### config.mk
export PLATFORM = sky130hd
export DESIGN_NAME = uart_byte_rx_flat
export DESIGN_NICKNAME = d
export VERILOG_FILES = /design/src/rtl/uart_byte_rx_pkg.sv /design/src/rtl/uart_byte_rx_if.sv /design/src/rtl/uart_byte_rx_baud_tick.sv /design/src/rtl/uart_byte_rx.sv /design/src/flat_wrapper.sv
export SDC_FILE = /design/constraint.sdc
export NUM_CORES = 1
export LEC_CHECK = 0
export ABC_AREA = 1
export CAP_MARGIN = 40
export CORE_UTILIZATION = 55
export CTS_BUF_LIST = sky130_fd_sc_hd__clkbuf_2
export CTS_CLUSTER_SIZE = 14
export DETAILED_ROUTE_END_ITERATION = 12
export PLACE_DENSITY_LB_ADDON = 0.3
export SLEW_MARGIN = 20
export SYNTH_ARGS = -nofsm -noshare
export SYNTH_HDL_FRONTEND = slang
export SYNTH_HIERARCHICAL = 1
export SYNTH_SLANG_ARGS = --single-unit
### constraint.sdc
create_clock -name Clk -period 1.83 [get_ports Clk]
set_input_delay 0.366 -clock Clk [delete_from_list [all_inputs] [get_ports Clk]]
set_output_delay 0.366 -clock Clk [all_outputs]
set_load 0.005 [all_outputs]
### src/rtl/uart_byte_rx_pkg.sv
// Shared UART definitions: receiver state encoding, oversampling ratio and
// the baud divider calculation used by both the RX and TX halves.
package uart_pkg;

  localparam int OVERSAMPLE = 16;

  typedef enum logic [2:0] {
    IDLE  = 3'd0,
    START = 3'd1,
    DATA  = 3'd2,
    STOP  = 3'd3,
    BREAK = 3'd4
  } rx_state_t;

  // Clocks per oversample tick, rounded to nearest: round(clk / (baud*16)).
  function automatic int baud_div(input int clk_freq, input int baud);
    int den;
    den = baud * OVERSAMPLE;
    return (clk_freq + den / 2) / den;
  endfunction

endpackage

### src/rtl/uart_byte_rx_if.sv
// Receiver-side bus: serial line in, received byte and status strobes out.
//
// Handshake: Rx_Done is a valid-only strobe. Data is valid in exactly the
// cycle Rx_Done is high and there is no ready; the receiver cannot be
// back-pressured, so the consumer must take the byte in that cycle (Data
// does hold afterwards until the next good byte). Frame_Err is a one-cycle
// strobe that never coincides with Rx_Done. Busy is a level.
interface uart_byte_rx_if;
  logic       uart_rx;
  logic [7:0] Data;
  logic       Rx_Done;
  logic       Frame_Err;
  logic       Busy;

  // Line source / byte consumer side.
  modport master (
    output uart_rx,
    input  Data,
    input  Rx_Done,
    input  Frame_Err,
    input  Busy
  );

  // Receiver side.
  modport slave (
    input  uart_rx,
    output Data,
    output Rx_Done,
    output Frame_Err,
    output Busy
  );
endinterface

### src/rtl/uart_byte_rx_baud_tick.sv
// Oversample tick generator: counts 0..DIV-1 and pulses tick on the last
// count. A synchronous clear restarts the phase so it can be aligned to an
// external event such as a detected start edge.
module uart_baud_tick #(
  parameter int DIV = 27
) (
  input  logic clk,
  input  logic rst,
  input  logic clear,
  output logic tick
);

  localparam int CW = (DIV > 1) ? $clog2(DIV) : 1;

  logic [CW-1:0] cnt_q, cnt_d;

  assign tick = (cnt_q == CW'(DIV - 1));

  // Next count: clear wins, otherwise wrap on tick or increment.
  always_comb begin
    cnt_d = cnt_q + CW'(1);
    if (clear || tick) cnt_d = '0;
  end

  // Counter register.
  always_ff @(posedge clk) begin
    if (rst) cnt_q <= '0;
    else     cnt_q <= cnt_d;
  end

endmodule

### src/rtl/uart_byte_rx.sv
// 8N1 UART receiver, LSB first, 16x oversampled with a 2-of-3 majority vote
// at tick indices 7, 8 and 9 of every bit. Good bytes appear on Data with a
// one-cycle Rx_Done; a low stop bit gives a one-cycle Frame_Err and the
// receiver then waits for a full bit period of idle line before re-arming.
module uart_byte_rx #(
  parameter int CLK_FREQ   = 50_000_000,
  parameter int BAUD       = 115200,
  parameter int OVERSAMPLE = 16
) (
  input  logic                 Clk,
  input  logic                 Reset,
  uart_byte_rx_if.slave        bus,
  output uart_pkg::rx_state_t  dbg_state
);

  import uart_pkg::*;

  localparam int         DIV       = baud_div(CLK_FREQ, BAUD);
  localparam logic [3:0] TIDX_LAST = 4'(OVERSAMPLE - 1);
  localparam logic [3:0] SAMPLE_A  = 4'(OVERSAMPLE / 2 - 1);
  localparam logic [3:0] SAMPLE_B  = 4'(OVERSAMPLE / 2);
  localparam logic [3:0] SAMPLE_C  = 4'(OVERSAMPLE / 2 + 1);

  rx_state_t  state_q, state_d;
  logic [2:0] sync_q, sync_d;
  logic [1:0] prime_q, prime_d;
  logic [3:0] tidx_q, tidx_d;
  logic [2:0] bitcnt_q, bitcnt_d;
  logic [7:0] shreg_q, shreg_d;
  logic       sa_q, sa_d;
  logic       sb_q, sb_d;
  logic [7:0] data_q, data_d;
  logic       rx_done_q, rx_done_d;
  logic       frame_err_q, frame_err_d;

  logic       tick;
  logic       tick_clear;
  logic       line;
  logic       fall;
  logic       vote;

  uart_baud_tick #(.DIV(DIV)) u_tick (
    .clk   (Clk),
    .rst   (Reset),
    .clear (tick_clear),
    .tick  (tick)
  );

  // sync_q[1] is the synchronized line, sync_q[2] its one-clock-older copy.
  // prime_q masks the edge detector until the pipe has flushed its reset
  // ones, so a line that is already low at reset release does not look
  // like a start edge.
  assign line = sync_q[1];
  assign fall = sync_q[2] & ~sync_q[1] & (prime_q == 2'd3);
  assign vote = (sa_q & sb_q) | (sa_q & line) | (sb_q & line);

  // Synchronizer shift and post-reset priming counter.
  always_comb begin
    sync_d  = {sync_q[1:0], bus.uart_rx};
    prime_d = (prime_q == 2'd3) ? prime_q : prime_q + 2'd1;
  end

  // Receive FSM: bit timing, sampling, voting, shifting and strobes.
  always_comb begin
    state_d     = state_q;
    tidx_d      = tidx_q;
    bitcnt_d    = bitcnt_q;
    shreg_d     = shreg_q;
    sa_d        = sa_q;
    sb_d        = sb_q;
    data_d      = data_q;
    rx_done_d   = 1'b0;
    frame_err_d = 1'b0;
    tick_clear  = 1'b0;

    if (tick && tidx_q == SAMPLE_A) sa_d = line;
    if (tick && tidx_q == SAMPLE_B) sb_d = line;

    case (state_q)
      IDLE: begin
        if (fall) begin
          state_d    = START;
          tidx_d     = 4'd0;
          tick_clear = 1'b1;
        end
      end
      START: begin
        if (tick) begin
          tidx_d = tidx_q + 4'd1;
          if (tidx_q == SAMPLE_C && vote) begin
            state_d = IDLE;
          end else if (tidx_q == TIDX_LAST) begin
            state_d  = DATA;
            bitcnt_d = 3'd0;
          end
        end
      end
      DATA: begin
        if (tick) begin
          tidx_d = tidx_q + 4'd1;
          if (tidx_q == SAMPLE_C) shreg_d[bitcnt_q] = vote;
          if (tidx_q == TIDX_LAST) begin
            if (bitcnt_q == 3'd7) state_d = STOP;
            else                  bitcnt_d = bitcnt_q + 3'd1;
          end
        end
      end
      STOP: begin
        if (tick) begin
          tidx_d = tidx_q + 4'd1;
          if (tidx_q == SAMPLE_C) begin
            if (vote) begin
              data_d    = shreg_q;
              rx_done_d = 1'b1;
              state_d   = IDLE;
            end else begin
              frame_err_d = 1'b1;
              state_d     = BREAK;
              tidx_d      = 4'd0;
            end
          end
        end
      end
      BREAK: begin
        // tidx counts consecutive high ticks; any low sample restarts it.
        if (tick) begin
          if (!line) begin
            tidx_d = 4'd0;
          end else if (tidx_q == TIDX_LAST) begin
            tidx_d  = 4'd0;
            state_d = IDLE;
          end else begin
            tidx_d = tidx_q + 4'd1;
          end
        end
      end
      default: begin
        state_d = IDLE;
      end
    endcase
  end

  // State and datapath registers.
  always_ff @(posedge Clk) begin
    if (Reset) begin
      state_q     <= IDLE;
      sync_q      <= 3'b111;
      prime_q     <= 2'd0;
      tidx_q      <= 4'd0;
      bitcnt_q    <= 3'd0;
      shreg_q     <= 8'h00;
      sa_q        <= 1'b0;
      sb_q        <= 1'b0;
      data_q      <= 8'h00;
      rx_done_q   <= 1'b0;
      frame_err_q <= 1'b0;
    end else begin
      state_q     <= state_d;
      sync_q      <= sync_d;
      prime_q     <= prime_d;
      tidx_q      <= tidx_d;
      bitcnt_q    <= bitcnt_d;
      shreg_q     <= shreg_d;
      sa_q        <= sa_d;
      sb_q        <= sb_d;
      data_q      <= data_d;
      rx_done_q   <= rx_done_d;
      frame_err_q <= frame_err_d;
    end
  end

  assign bus.Data      = data_q;
  assign bus.Rx_Done   = rx_done_q;
  assign bus.Frame_Err = frame_err_q;
  assign bus.Busy      = (state_q != IDLE);
  assign dbg_state     = state_q;

endmodule
### src/flat_wrapper.sv
// flat-port wrapper written by rule: the top's interface ports become plain ports
module uart_byte_rx_flat import uart_pkg::*;
#(
  parameter int CLK_FREQ   = 50_000_000,
  parameter int BAUD       = 115200,
  parameter int OVERSAMPLE = 16
)
  (Clk, Reset, dbg_state, bus_uart_rx, bus_Data, bus_Rx_Done, bus_Frame_Err, bus_Busy);
  uart_byte_rx_if bus_i ();
  input  logic Clk;
  input  logic Reset;
  output uart_pkg::rx_state_t dbg_state;
  input wire logic [$bits(bus_i.uart_rx)-1:0] bus_uart_rx;
  output wire logic [$bits(bus_i.Data)-1:0] bus_Data;
  output wire logic [$bits(bus_i.Rx_Done)-1:0] bus_Rx_Done;
  output wire logic [$bits(bus_i.Frame_Err)-1:0] bus_Frame_Err;
  output wire logic [$bits(bus_i.Busy)-1:0] bus_Busy;
  assign bus_i.uart_rx = bus_uart_rx;
  assign bus_Data = bus_i.Data;
  assign bus_Rx_Done = bus_i.Rx_Done;
  assign bus_Frame_Err = bus_i.Frame_Err;
  assign bus_Busy = bus_i.Busy;
  uart_byte_rx #(.CLK_FREQ(CLK_FREQ), .BAUD(BAUD), .OVERSAMPLE(OVERSAMPLE)) u_core (.Clk(Clk), .Reset(Reset), .bus(bus_i), .dbg_state(dbg_state));
endmodule
==> impl_metrics.toml <==
[power_and_ir_drop]
intPower_mw = 1.44
pwr-share-seq = 0.445
p_switching_mw = 0.752
powerDensity_nw_per_um2 = 939
clockPowerShare = 0.236
p_leak_nw = 1.05
switching_share = 0.344
combPwrFrac = 0.319
peakVddDrop_v = 0.000625

[sta]
skew_ns = 0.0106
worstMarginPinSlew_ns = 0.585
max_freq_mhz = 573
slew_violations = 0
setup_violations = 0
fin_crit_sh = 0.954
finalCriticalPeriod_ns = 1.75
rsz0062_at_grt = "no"
hold_viol = 0
relSlewSlack = 0.609
finalSetupTns_ns = 0

[synthesis]
synth_most_common_cell = "nor2_1"
synth_xor_area_frac = 0.00889
yosys-top-cells-area = "dfxtp_1 41%, nor2_1 9.1%, nand2_1 7.4%, inv_1 6.7%, o21ai_0 5.3%"
synth-main-ff-cell = "dfxtp_1"
synth-async-reset-ratio = 0
yosysSeqAreaShare = 0.407
synth_area_per_cell_sq_um = 7.14
yosysTopAreaCell = "dfxtp_1"
synth_mux_area_frac = 0
yosys-top-cells-count = "48 x nor2_1, 40 x dfxtp_1, 39 x nand2_1, 35 x inv_1, 21 x o21ai_0"
synth_compound_area_frac = 0.115
syn_area_sq_um = 1970
synth_top_family_by_area = "simple AND/OR/NAND/NOR gates"
synth-simple-area-share = 0.333
syn_nets = 287
netlist_instances = 276
synthAdderAreaFrac = 0.0508
synth_cell_types = 26
yosys_register_bits = 40
ys_warn_count = 6
synth_edf_count = 0
yosysTopAreaCellShare = 0.407

[global_route]
grt-ovfl-total = 0
grtUsageTotal = 0.229
first_global_vias = 1521
grt_pass1_wl_microns = 6430
antenna_found_initial = 0
grt_max_degree = 24

[finish]
drive_gt1_frac = 0.174
fin_util = 0.688
fillers = 284
stdcell_area_sq_um = 2330
nets = 315
num_antenna_cells = 0
area_delta_synth_final_pct = 18.4

[routing]
dr.pass1.iters = 4
drc = 0
num_vias = 1738
finalWirelength_microns = 3910
viasPerCell = 4.95
wl_per_cell_microns = 11.1
drt-initial-drc-count = 50
ant_nets = 0

[critical_path]
path_class = "flip-flop to output port"
cp_max_fo = 3
crit_buf_inv = 2
worst_ep_required_time_ns = 1.46
r2r_end = "u_core/bus.Data[7]$_SDFFE_PP0P_"
rrSetupSlack_ns = 0.11
start_kind = "flip-flop"
crit_path_end_kind = "output port"
reg2reg_from = "u_core/u_tick/cnt_q[0]$_SDFF_PP0_"
crit_family = "buffers and inverters"
path_cells = "buf_4 -> clkdlybuf4s50_1"
crit_slowest_cell = "clkdlybuf4s50_1"
ff2ff_path_depth = 10
slowest_delay_ns = 0.48
cp.arrival_ns = 1.38

[clocking]
clock_latency_ns = 0.39
cts-buffers-inserted = 5
clock_sinks = 40
clockBufferDepth = 2
clockRootBuffer = "clkbuf_2"
hold_buffers = 0
clk_pin_slew_worst_paths_ns = 0.20
htreeDepth = 2
tritoncts = "built"

[die]
die_area_sq_um = 3820
rows = 21
die_x_microns = 61.8
initial_utilization = 0.581
io_pins = 17
fp.dieH_microns = 61.8
core-area_sq_um = 3390

[placement]
dp_hpwl_microns = 2770
portBuffers = 16
routabilityCongestion = 0.833
place_area_sq_um = 2180

[job]
cap_violations = 0

[hold_path]
hold_class = "flip-flop to flip-flop"
hold-path-endpoint = "u_core/u_tick/cnt_q[0]$_SDFF_PP0_"
hp-start = "u_core/u_tick/cnt_q[0]$_SDFF_PP0_"
min_path_cells = 1

[status]
status = "completed"
==> routing by layer <==
metal	track usage	part of all wire	wire [microns]
met3	0.0621	0.039	152
met2	0.402	0.49	1900
met5	0	0	0
met4	0.0698	0.011	43
met1	0.273	0.46	1820
==> worst max path at each step <==
stage          slack (ns)  cells after the start                         startpoint                         endpoint
3_5_place_dp         0.12                     11  u_core/u_tick/cnt_q[0]$_SDFF_PP0_    u_core/tidx_q[1]$_SDFFE_PP0P_
2_1_floorplan        0.20                     10  u_core/u_tick/cnt_q[0]$_SDFF_PP0_  u_core/bus.Data[7]$_SDFFE_PP0P_
3_3_place_gp         0.16                     12  u_core/u_tick/cnt_q[0]$_SDFF_PP0_    u_core/tidx_q[2]$_SDFFE_PP0P_
4_1_cts             0.006                      2   u_core/dbg_state[2]$_SDFFE_PP0P_                     dbg_state[2]
5_1_grt             0.001                     10  u_core/u_tick/cnt_q[0]$_SDFF_PP0_   u_core/shreg_q[6]$_SDFFE_PP0P_
6_report             0.08                      2   u_core/dbg_state[1]$_SDFFE_PP0P_                     dbg_state[1]
==> power groups by stage <==
stage	registers (mW)	clock network (mW)	logic [mW]
2_1_floorplan	0.990	0	0.473
3_3_place_gp	0.998	0	0.612
3_5_place_dp	0.999	0	0.619
4_1_cts	0.977	0.539	0.674
5_1_grt	0.982	0.572	0.788
6_report	0.974	0.517	0.698
==> sequential cells by signal, indices dropped and copies added (netlist names) <==
register / cells
u_core/prime_q: 2
u_core/bitcnt_q: 3
u_core/sa_q: 1
u_core/sb_q: 1
u_core/bus.Rx_Done: 1
u_core/sync_q: 3
u_core/bus.Frame_Err: 1
u_core/shreg_q: 8
u_core/bus.Data: 8
u_core/u_tick/cnt_q: 5
u_core/tidx_q: 4
u_core/dbg_state: 3
==> final cells by class <==
| class | count | area [sq um] | area share |
|---|---|---|---|
| flip-flops and latches | 40 | 813 | 0.349 |
| multi-input cells | 192 | 1010 | 0.433 |
| well taps | 46 | 57.6 | 0.0247 |
| repair buffers | 25 | 235 | 0.101 |
| clock buffers | 6 | 30.0 | 0.0129 |
| inverters | 40 | 151 | 0.0649 |
| clock inverters | 2 | 35.0 | 0.0150 |
==> cell families (layout without fill, tap and decap cells) <==
family                     Yosys count  in the layout
AOI/OAI and AO/OA                   44             44
adders and majority gates            8              8
DFF                                 40             40
buffers and inverters               44             73
xor gates and xnor gates             2              2
and+or+nand+nor                    138            138
==> metrics by stage <==
step                setup WS (ns)  hold slack, ns  instances  total power, mW
floorplan                   0.197           0.389        276             1.46
global placement            0.164           0.400        336             1.61
detailed placement          0.123           0.413        336             1.62
CTS                       0.00562           0.462        349             2.19
global route              0.00101           0.454        351             2.34
finish                     0.0844           0.444        351             2.19
==> cells in the final DEF, fill, tap and decap left out, types with 8 or more instances in the layout <==
master,instances
nand2_2,9
ha_1,8
inv_1,35
a21oi_1,18
clkdlybuf4s50_1,13
dfxtp_1,36
o21ai_0,21
nor3_1,12
nand3_1,8
nor2_1,48
nand2_1,39
buf_4,8
==> timing repair <==
item                                    CTS  global route
pin swaps                                 1             1
endpoints found under the setup margin    3            12
endpoints found under the hold margin     0             0
resized for setup                         8             5
setup buffers                             5             2
(Power assumes the default switching activity.)
